===== src/rtl/hazard_ctrl_pkg.sv =====
// Shared types and constants for the pipeline hazard controller.
package hazard_ctrl_pkg;

   localparam int RF_RANGE        = 32;
   localparam int RF_AW           = $clog2(RF_RANGE);
   localparam int NUM_SRC         = 2;
   localparam int DEF_MEM_TIMEOUT = 255;

   typedef logic [RF_AW-1:0] reg_addr_t;

   typedef enum logic [1:0] {
      HZ_RUN      = 2'd0,
      HZ_MEM_WAIT = 2'd1,
      HZ_HALT     = 2'd2
   } hz_state_e;

   typedef struct packed {
      logic fwd_mem;
      logic fwd_wb;
      logic load_use;
   } fwd_res_t;

endpackage


===== src/rtl/hazard_ctrl_if.sv =====
// Pipeline-side view of the hazard controller: decode/EX/MEM info in, stall/flush/forward out.
interface hazard_ctrl_if #(parameter int CNT_W = 32);
   import hazard_ctrl_pkg::*;

   reg_addr_t        id_rs1_addr, id_rs2_addr;
   logic             id_rs1_rd, id_rs2_rd;
   logic             id2ex_reg_wen, id2ex_mem_rd;
   reg_addr_t        id2ex_reg_waddr;
   logic             ex2mem_reg_wen;
   reg_addr_t        ex2mem_reg_waddr;
   logic             ex2mem_ill_instr;
   logic             take_branch;
   logic             lsu_req, lsu_ready;

   logic             id2ex_rs1_forward_from_mem, id2ex_rs1_forward_from_wb;
   logic             id2ex_rs2_forward_from_mem, id2ex_rs2_forward_from_wb;
   logic             if_stall, id_stall, ex_stall;
   logic             if_flush, id_flush;
   logic             core_halted, mem_bus_error;
   logic [CNT_W-1:0] stall_cnt;

   modport master (
      output id_rs1_addr, id_rs2_addr, id_rs1_rd, id_rs2_rd,
             id2ex_reg_wen, id2ex_reg_waddr, id2ex_mem_rd,
             ex2mem_reg_wen, ex2mem_reg_waddr, ex2mem_ill_instr,
             take_branch, lsu_req, lsu_ready,
      input  id2ex_rs1_forward_from_mem, id2ex_rs1_forward_from_wb,
             id2ex_rs2_forward_from_mem, id2ex_rs2_forward_from_wb,
             if_stall, id_stall, ex_stall, if_flush, id_flush,
             core_halted, mem_bus_error, stall_cnt
   );

   modport slave (
      input  id_rs1_addr, id_rs2_addr, id_rs1_rd, id_rs2_rd,
             id2ex_reg_wen, id2ex_reg_waddr, id2ex_mem_rd,
             ex2mem_reg_wen, ex2mem_reg_waddr, ex2mem_ill_instr,
             take_branch, lsu_req, lsu_ready,
      output id2ex_rs1_forward_from_mem, id2ex_rs1_forward_from_wb,
             id2ex_rs2_forward_from_mem, id2ex_rs2_forward_from_wb,
             if_stall, id_stall, ex_stall, if_flush, id_flush,
             core_halted, mem_bus_error, stall_cnt
   );

endinterface


===== src/rtl/hazard_fwd_cmp.sv =====
// Per-source comparison of one ID operand against the EX and MEM destinations.
module hazard_fwd_cmp
   import hazard_ctrl_pkg::*;
(
   input  reg_addr_t rs,
   input  logic      rs_rd,
   input  logic      ex_wen,
   input  reg_addr_t ex_waddr,
   input  logic      ex_load,
   input  logic      mem_wen,
   input  reg_addr_t mem_waddr,
   output fwd_res_t  res
);
   logic hit_ex, hit_mem;

   // x0 never forwards; the younger EX result shadows the MEM one
   assign hit_ex  = ex_wen  && (ex_waddr  == rs) && (rs != '0);
   assign hit_mem = mem_wen && (mem_waddr == rs) && (rs != '0);

   assign res.fwd_mem  = rs_rd && hit_ex;
   assign res.fwd_wb   = rs_rd && hit_mem && !hit_ex;
   assign res.load_use = rs_rd && ex_load && hit_ex;

endmodule


===== src/rtl/hazard_ctrl.sv =====
// Hazard controller: forwarding selects, load-use/LSU stalls, branch flush and halt FSM.
module hazard_ctrl
   import hazard_ctrl_pkg::*;
#(
   parameter int MEM_TIMEOUT = DEF_MEM_TIMEOUT,
   parameter int CNT_W       = 32
) (
   input  logic         clk,
   input  logic         rst,
   hazard_ctrl_if.slave hz
);
   localparam int WAIT_W = $clog2(MEM_TIMEOUT + 1);

   hz_state_e                state;
   logic [WAIT_W-1:0]        wait_cnt;
   logic                     halted, bus_err;
   logic [CNT_W-1:0]         stall_cnt;
   reg_addr_t [NUM_SRC-1:0]  rs;
   logic [NUM_SRC-1:0]       rs_rd, fwd_mem_n, fwd_wb_n, lu_n;
   logic [NUM_SRC-1:0]       fwd_mem_q, fwd_wb_q;
   logic                     load_use, mem_stall;
   logic                     if_stall, id_stall, ex_stall, if_flush, id_flush;

   assign rs    = {hz.id_rs2_addr, hz.id_rs1_addr};
   assign rs_rd = {hz.id_rs2_rd, hz.id_rs1_rd};

   for (genvar s = 0; s < NUM_SRC; s++) begin : g_src
      fwd_res_t res;
      hazard_fwd_cmp u_cmp (
         .rs        (rs[s]),
         .rs_rd     (rs_rd[s]),
         .ex_wen    (hz.id2ex_reg_wen),
         .ex_waddr  (hz.id2ex_reg_waddr),
         .ex_load   (hz.id2ex_mem_rd),
         .mem_wen   (hz.ex2mem_reg_wen),
         .mem_waddr (hz.ex2mem_reg_waddr),
         .res       (res)
      );
      assign fwd_mem_n[s] = res.fwd_mem;
      assign fwd_wb_n[s]  = res.fwd_wb;
      assign lu_n[s]      = res.load_use;
   end

   assign load_use  = |lu_n;
   assign mem_stall = hz.lsu_req && !hz.lsu_ready;

   always_comb begin
      if_stall = 1'b0;
      id_stall = 1'b0;
      ex_stall = 1'b0;
      if_flush = 1'b0;
      id_flush = 1'b0;
      case (state)
         HZ_RUN: begin
            if (hz.ex2mem_ill_instr) begin
               // halt takes effect from the next cycle
            end else if (mem_stall) begin
               {if_stall, id_stall, ex_stall} = 3'b111;
            end else if (hz.take_branch) begin
               {if_flush, id_flush} = 2'b11;
            end else if (load_use) begin
               {if_stall, id_stall, id_flush} = 3'b111;
            end
         end
         HZ_MEM_WAIT: {if_stall, id_stall, ex_stall} = {3{!hz.lsu_ready}};
         HZ_HALT: begin
            {if_stall, id_stall, ex_stall} = 3'b111;
            id_flush = 1'b1;
         end
         default: ;
      endcase
   end

   always_ff @(posedge clk) begin
      if (rst) begin
         state    <= HZ_RUN;
         wait_cnt <= '0;
         halted   <= 1'b0;
         bus_err  <= 1'b0;
      end else begin
         case (state)
            HZ_RUN: begin
               if (hz.ex2mem_ill_instr) begin
                  state  <= HZ_HALT;
                  halted <= 1'b1;
               end else if (mem_stall) begin
                  state    <= HZ_MEM_WAIT;
                  wait_cnt <= '0;
               end
            end
            HZ_MEM_WAIT: begin
               if (hz.lsu_ready) begin
                  state <= HZ_RUN;
               end else if (wait_cnt == WAIT_W'(MEM_TIMEOUT - 1)) begin
                  state   <= HZ_HALT;
                  halted  <= 1'b1;
                  bus_err <= 1'b1;
               end else begin
                  wait_cnt <= wait_cnt + WAIT_W'(1);
               end
            end
            HZ_HALT: ;
            default: state <= HZ_RUN;
         endcase
      end
   end

   // selects travel with the ID instruction into EX: hold on stall, zero on bubble
   always_ff @(posedge clk) begin
      if (rst || id_flush) begin
         fwd_mem_q <= '0;
         fwd_wb_q  <= '0;
      end else if (!id_stall) begin
         fwd_mem_q <= fwd_mem_n;
         fwd_wb_q  <= fwd_wb_n;
      end
   end

   always_ff @(posedge clk) begin
      if (rst)
         stall_cnt <= '0;
      else if (if_stall || id_stall || ex_stall)
         stall_cnt <= stall_cnt + CNT_W'(1);
   end

   assign hz.if_stall                   = if_stall;
   assign hz.id_stall                   = id_stall;
   assign hz.ex_stall                   = ex_stall;
   assign hz.if_flush                   = if_flush;
   assign hz.id_flush                   = id_flush;
   assign hz.id2ex_rs1_forward_from_mem = fwd_mem_q[0];
   assign hz.id2ex_rs1_forward_from_wb  = fwd_wb_q[0];
   assign hz.id2ex_rs2_forward_from_mem = fwd_mem_q[1];
   assign hz.id2ex_rs2_forward_from_wb  = fwd_wb_q[1];
   assign hz.core_halted                = halted;
   assign hz.mem_bus_error              = bus_err;
   assign hz.stall_cnt                  = stall_cnt;

endmodule


===== src/flat_wrapper.sv =====
// flat-port wrapper written by rule: the top's interface ports become plain ports
module hazard_ctrl_flat import hazard_ctrl_pkg::*;
#(
   parameter int MEM_TIMEOUT = DEF_MEM_TIMEOUT,
   parameter int CNT_W       = 32
)
  (clk, rst, hz_id_rs1_addr, hz_id_rs2_addr, hz_id_rs1_rd, hz_id_rs2_rd, hz_id2ex_reg_wen, hz_id2ex_reg_waddr, hz_id2ex_mem_rd, hz_ex2mem_reg_wen, hz_ex2mem_reg_waddr, hz_ex2mem_ill_instr, hz_take_branch, hz_lsu_req, hz_lsu_ready, hz_id2ex_rs1_forward_from_mem, hz_id2ex_rs1_forward_from_wb, hz_id2ex_rs2_forward_from_mem, hz_id2ex_rs2_forward_from_wb, hz_if_stall, hz_id_stall, hz_ex_stall, hz_if_flush, hz_id_flush, hz_core_halted, hz_mem_bus_error, hz_stall_cnt);
  hazard_ctrl_if #(.CNT_W(CNT_W)) hz_i ();
  input  logic clk;
  input  logic rst;
  input wire logic [$bits(hz_i.id_rs1_addr)-1:0] hz_id_rs1_addr;
  input wire logic [$bits(hz_i.id_rs2_addr)-1:0] hz_id_rs2_addr;
  input wire logic [$bits(hz_i.id_rs1_rd)-1:0] hz_id_rs1_rd;
  input wire logic [$bits(hz_i.id_rs2_rd)-1:0] hz_id_rs2_rd;
  input wire logic [$bits(hz_i.id2ex_reg_wen)-1:0] hz_id2ex_reg_wen;
  input wire logic [$bits(hz_i.id2ex_reg_waddr)-1:0] hz_id2ex_reg_waddr;
  input wire logic [$bits(hz_i.id2ex_mem_rd)-1:0] hz_id2ex_mem_rd;
  input wire logic [$bits(hz_i.ex2mem_reg_wen)-1:0] hz_ex2mem_reg_wen;
  input wire logic [$bits(hz_i.ex2mem_reg_waddr)-1:0] hz_ex2mem_reg_waddr;
  input wire logic [$bits(hz_i.ex2mem_ill_instr)-1:0] hz_ex2mem_ill_instr;
  input wire logic [$bits(hz_i.take_branch)-1:0] hz_take_branch;
  input wire logic [$bits(hz_i.lsu_req)-1:0] hz_lsu_req;
  input wire logic [$bits(hz_i.lsu_ready)-1:0] hz_lsu_ready;
  output wire logic [$bits(hz_i.id2ex_rs1_forward_from_mem)-1:0] hz_id2ex_rs1_forward_from_mem;
  output wire logic [$bits(hz_i.id2ex_rs1_forward_from_wb)-1:0] hz_id2ex_rs1_forward_from_wb;
  output wire logic [$bits(hz_i.id2ex_rs2_forward_from_mem)-1:0] hz_id2ex_rs2_forward_from_mem;
  output wire logic [$bits(hz_i.id2ex_rs2_forward_from_wb)-1:0] hz_id2ex_rs2_forward_from_wb;
  output wire logic [$bits(hz_i.if_stall)-1:0] hz_if_stall;
  output wire logic [$bits(hz_i.id_stall)-1:0] hz_id_stall;
  output wire logic [$bits(hz_i.ex_stall)-1:0] hz_ex_stall;
  output wire logic [$bits(hz_i.if_flush)-1:0] hz_if_flush;
  output wire logic [$bits(hz_i.id_flush)-1:0] hz_id_flush;
  output wire logic [$bits(hz_i.core_halted)-1:0] hz_core_halted;
  output wire logic [$bits(hz_i.mem_bus_error)-1:0] hz_mem_bus_error;
  output wire logic [$bits(hz_i.stall_cnt)-1:0] hz_stall_cnt;
  assign hz_i.id_rs1_addr = hz_id_rs1_addr;
  assign hz_i.id_rs2_addr = hz_id_rs2_addr;
  assign hz_i.id_rs1_rd = hz_id_rs1_rd;
  assign hz_i.id_rs2_rd = hz_id_rs2_rd;
  assign hz_i.id2ex_reg_wen = hz_id2ex_reg_wen;
  assign hz_i.id2ex_reg_waddr = hz_id2ex_reg_waddr;
  assign hz_i.id2ex_mem_rd = hz_id2ex_mem_rd;
  assign hz_i.ex2mem_reg_wen = hz_ex2mem_reg_wen;
  assign hz_i.ex2mem_reg_waddr = hz_ex2mem_reg_waddr;
  assign hz_i.ex2mem_ill_instr = hz_ex2mem_ill_instr;
  assign hz_i.take_branch = hz_take_branch;
  assign hz_i.lsu_req = hz_lsu_req;
  assign hz_i.lsu_ready = hz_lsu_ready;
  assign hz_id2ex_rs1_forward_from_mem = hz_i.id2ex_rs1_forward_from_mem;
  assign hz_id2ex_rs1_forward_from_wb = hz_i.id2ex_rs1_forward_from_wb;
  assign hz_id2ex_rs2_forward_from_mem = hz_i.id2ex_rs2_forward_from_mem;
  assign hz_id2ex_rs2_forward_from_wb = hz_i.id2ex_rs2_forward_from_wb;
  assign hz_if_stall = hz_i.if_stall;
  assign hz_id_stall = hz_i.id_stall;
  assign hz_ex_stall = hz_i.ex_stall;
  assign hz_if_flush = hz_i.if_flush;
  assign hz_id_flush = hz_i.id_flush;
  assign hz_core_halted = hz_i.core_halted;
  assign hz_mem_bus_error = hz_i.mem_bus_error;
  assign hz_stall_cnt = hz_i.stall_cnt;
  hazard_ctrl #(.MEM_TIMEOUT(MEM_TIMEOUT), .CNT_W(CNT_W)) u_core (.clk(clk), .rst(rst), .hz(hz_i));
endmodule

===== config.mk =====
export PLATFORM = sky130hd
export DESIGN_NAME = hazard_ctrl_flat
export DESIGN_NICKNAME = d
export VERILOG_FILES = /design/src/rtl/hazard_ctrl_pkg.sv /design/src/rtl/hazard_ctrl_if.sv /design/src/rtl/hazard_fwd_cmp.sv /design/src/rtl/hazard_ctrl.sv /design/src/flat_wrapper.sv
export SDC_FILE = /design/constraint.sdc
export NUM_CORES = 1
export LEC_CHECK = 0
export ABC_CLOCK_PERIOD_IN_PS = 5200
export CAP_MARGIN = 40
export CORE_MARGIN = 2
export CORE_UTILIZATION = 30
export DETAILED_ROUTE_END_ITERATION = 7
export PLACE_DENSITY = 0.58
export SYNTH_ARGS = -nofsm -noshare
export SYNTH_HDL_FRONTEND = slang
export SYNTH_SLANG_ARGS = --single-unit

===== constraint.sdc =====
create_clock -name clk -period 5.2 [get_ports clk]
set_input_delay 1.3 -clock clk [delete_from_list [all_inputs] [get_ports clk]]
set_output_delay 1.3 -clock clk [all_outputs]
set_load 0.05 [all_outputs]

==> reports/results.ini <==
[status]
status = completed

[critical_path]
critPathRequiredTime_ns = 3.90
reg2reg_setup_slack_ns = 2.53
critPathKind = input port to output pin
cp.arrival_ns = 3.27
critPathCaptureType = output pin
worst-path-max-fanout = 4
critPathLaunchType = input port

[clock_network]
cts_buffers = 5
htreeDepth = 2
cts-root-buf = clkbuf_8
cts.clk_slew.worst_paths_ns = 0.10
clockBufferDepth = 2
clock_sinks = 48
ctsHoldBuffers = 0
cts-resized-gates = 0
cts_tree = yes
post_cts_buffers = 0
clk_latency_ns = 0.31

[sta]
hold_viol = 0
worst_slew_pin_slew_ns = 0.7343
period_needed_ns = 4.569
setup_viol = 0
setup_tns_ns = 0
skew_ns = 0.009262
setup_ws_ns = 0.6307
slew_headroom_pct = 50.83
drv_slew = 0
rsz0062_at_grt = no
post-route-period-util_pct = 87.87
fmax_ghz = 0.2189
fin_hold_ws_ns = 0.4602

[yosys]
synth_cell_types = 41
synthArstFlopShare_pct = 0
synthCells = 355
synth_seq_cells = 48
syn_area_um2 = 3019
synth.area.top_cells = dfxtp_1 32%, nor2_1 6.3%, mux2_1 6.0%
ys_seq_area_share_pct = 31.83
syn-num-nets = 389
synth-main-ff-cell = dfxtp_1
syn_avg_cell_area_um2 = 8.505
synth_top_area_cell = dfxtp_1
synth_top_area_share_pct = 31.83
yosysWarnings = 0
synth_edf_count = 0

[global_routing]
grt_start_max_net_pins = 50
antenna_found_initial = 0
grt_pass1_wl_mm = 13.19
track_usage_pct = 14.55
grt_pass1_vias = 2746
gr-total-overflow = 0

[placement]
dp_hpwl_mm = 5.762
place_congestion = 0.7182
portBuffers = 73
place_ws_ns = 0.6168

[floorplan]
core-area_um2 = 9774
fp.dieArea_um2 = 10880
start_util_pct = 30.89
placementRows = 36
ioPinCount = 74
fp.dieW_um = 104.3
die_y_um = 104.3

[route]
drcViolationCount = 0
viasPerCell = 4.962
wire_per_inst_um = 14.09
wirelength_mm = 7.780
ant_nets = 0
detail_route.iter0.violations = 62
drt-pass1-iter-count = 4
vias = 2739

[pwr]
leakage_nw = 1.344
vdd.ir_drop.worst_uv = 100.3
p_total_mw = 0.7870
p_per_area_nw_per_um2 = 199.2

[flow_run]
maxCapViolCount = 0

[final_layout]
num-nets-final = 452
area_growth_syn_to_layout_pct = 30.87
nFillCells = 1037
drive_above_1_share_pct = 11.22
antennaDiodeCount = 0

[worst_hold_path]
hp-class = flop to flop

flip-flops by register name (all words and copies together), names as in the netlist:
name	count
u_core.hz.core_halted	1
u_core.state	2
u_core.wait_cnt	8
u_core.hz.mem_bus_error	1
u_core.fwd_mem_q	2
u_core.hz.stall_cnt	32
u_core.fwd_wb_q	2
cell usage after synthesis (2+ instances only):
| cell | n |
|---|---|
| a211oi_1 | 12 |
| a21bo_2 | 5 |
| nand4_1 | 12 |
| mux2_1 | 16 |
| mux2i_1 | 2 |
| inv_1 | 13 |
| a21boi_0 | 2 |
| and2_1 | 4 |
| xor2_1 | 13 |
| o21a_1 | 2 |
| nand2_1 | 16 |
| mux2_2 | 14 |
| xnor2_1 | 13 |
| or4_1 | 2 |
| ha_1 | 3 |
| nor2b_1 | 28 |
| clkbuf_1 | 14 |
| o21ai_0 | 2 |
| a2111oi_2 | 6 |
| a2111oi_0 | 9 |
| nand3_1 | 21 |
| and3_1 | 3 |
| buf_4 | 2 |
| buf_6 | 2 |
| buf_2 | 2 |
| nor4_1 | 3 |
| and4_1 | 3 |
| nor2_1 | 51 |
| nand2b_1 | 3 |
| a21o_1 | 3 |
| o2111ai_1 | 2 |
| nor3_2 | 3 |
| a21oi_1 | 13 |
| dfxtp_1 | 48 |
| nor3_1 | 2 |
logic make-up (layout without fill, tap and decap cells):
group	after synthesis	in the layout	share of synthesized area (%)
simple gates	152	152	25.90
xor+xnor	26	26	7.543
buf+inv	33	97	4.932
flops	48	48	31.83
compound gates	61	61	16.70
fa+ha+maj	3	3	1.243
mux	32	32	11.85
worst max-delay path, stage by stage:
cell             delay (ns)
clkdlybuf4s50_1        0.48
or4_1                  0.54
o21ai_1                0.21
nor3_2                 0.12
o21a_1                 0.19
o21ai_0                0.14
a21oi_1                0.09
buf_4                  0.20
power by group:
group          switching, mW  internal [mW]  leakage [nW]  total [mW]
sequential           0.00436          0.370         0.387       0.375
clock                  0.142          0.145        0.0548       0.287
combinational         0.0740         0.0514         0.902       0.125
total                  0.220          0.567          1.34       0.787
path summary, 6_finish.rpt:
kind | from | end | depth (start not counted)
min | u_core.hz.mem_bus_error | u_core.hz.mem_bus_error | 2
max | hz_id_rs1_addr[0] | hz_id_flush | 8
min reg2reg | u_core.hz.mem_bus_error | u_core.hz.mem_bus_error | 2
max reg2reg | u_core.hz.stall_cnt[3] | u_core.hz.stall_cnt[31] | 6
per-stage QoR:
stage	util, %	cell area (um2)	std cells
floorplan	-	3019	355
global placement	39.04	3816	543
detailed placement	39.25	3836	544
CTS	40.43	3951	552
global route	40.43	3951	552
finish	40.43	3951	552
routing by layer:
metal	GRT usage [%]	share of wire, %	vias to the layer above
met1	17.68	44	1287
met2	25.30	49	65
met3	3.697	5.9	6
li1	-	-	1381
met5	0	0	-
met4	4.054	1.0	0
cell type report:
cell class / instances / area, um2 / area share [%]
Tap cell: 133 / 166.4 / 4.212
Clock buffer: 5 / 68.82 / 1.742
Timing Repair Buffer: 76 / 750.7 / 19.00
Clock inverter: 3 / 46.29 / 1.172
Inverter: 13 / 48.80 / 1.235
Sequential cell: 48 / 960.9 / 24.32
Multi-Input combinational cell: 274 / 1909 / 48.32
layout by cell type (no fill, tap or decap), drive strengths merged, types with 8 or more instances in the layout:
cell type / n
buf: 8
nand3: 21
xor2: 13
nor2b: 28
nand2: 16
inv: 14
a21oi: 13
mux2: 30
xnor2: 13
clkdlybuf4s50: 68
nor2: 51
dfxtp: 48
a211oi: 12
nand4: 12
a2111oi: 15
Power figures use the tool's default switching activity.
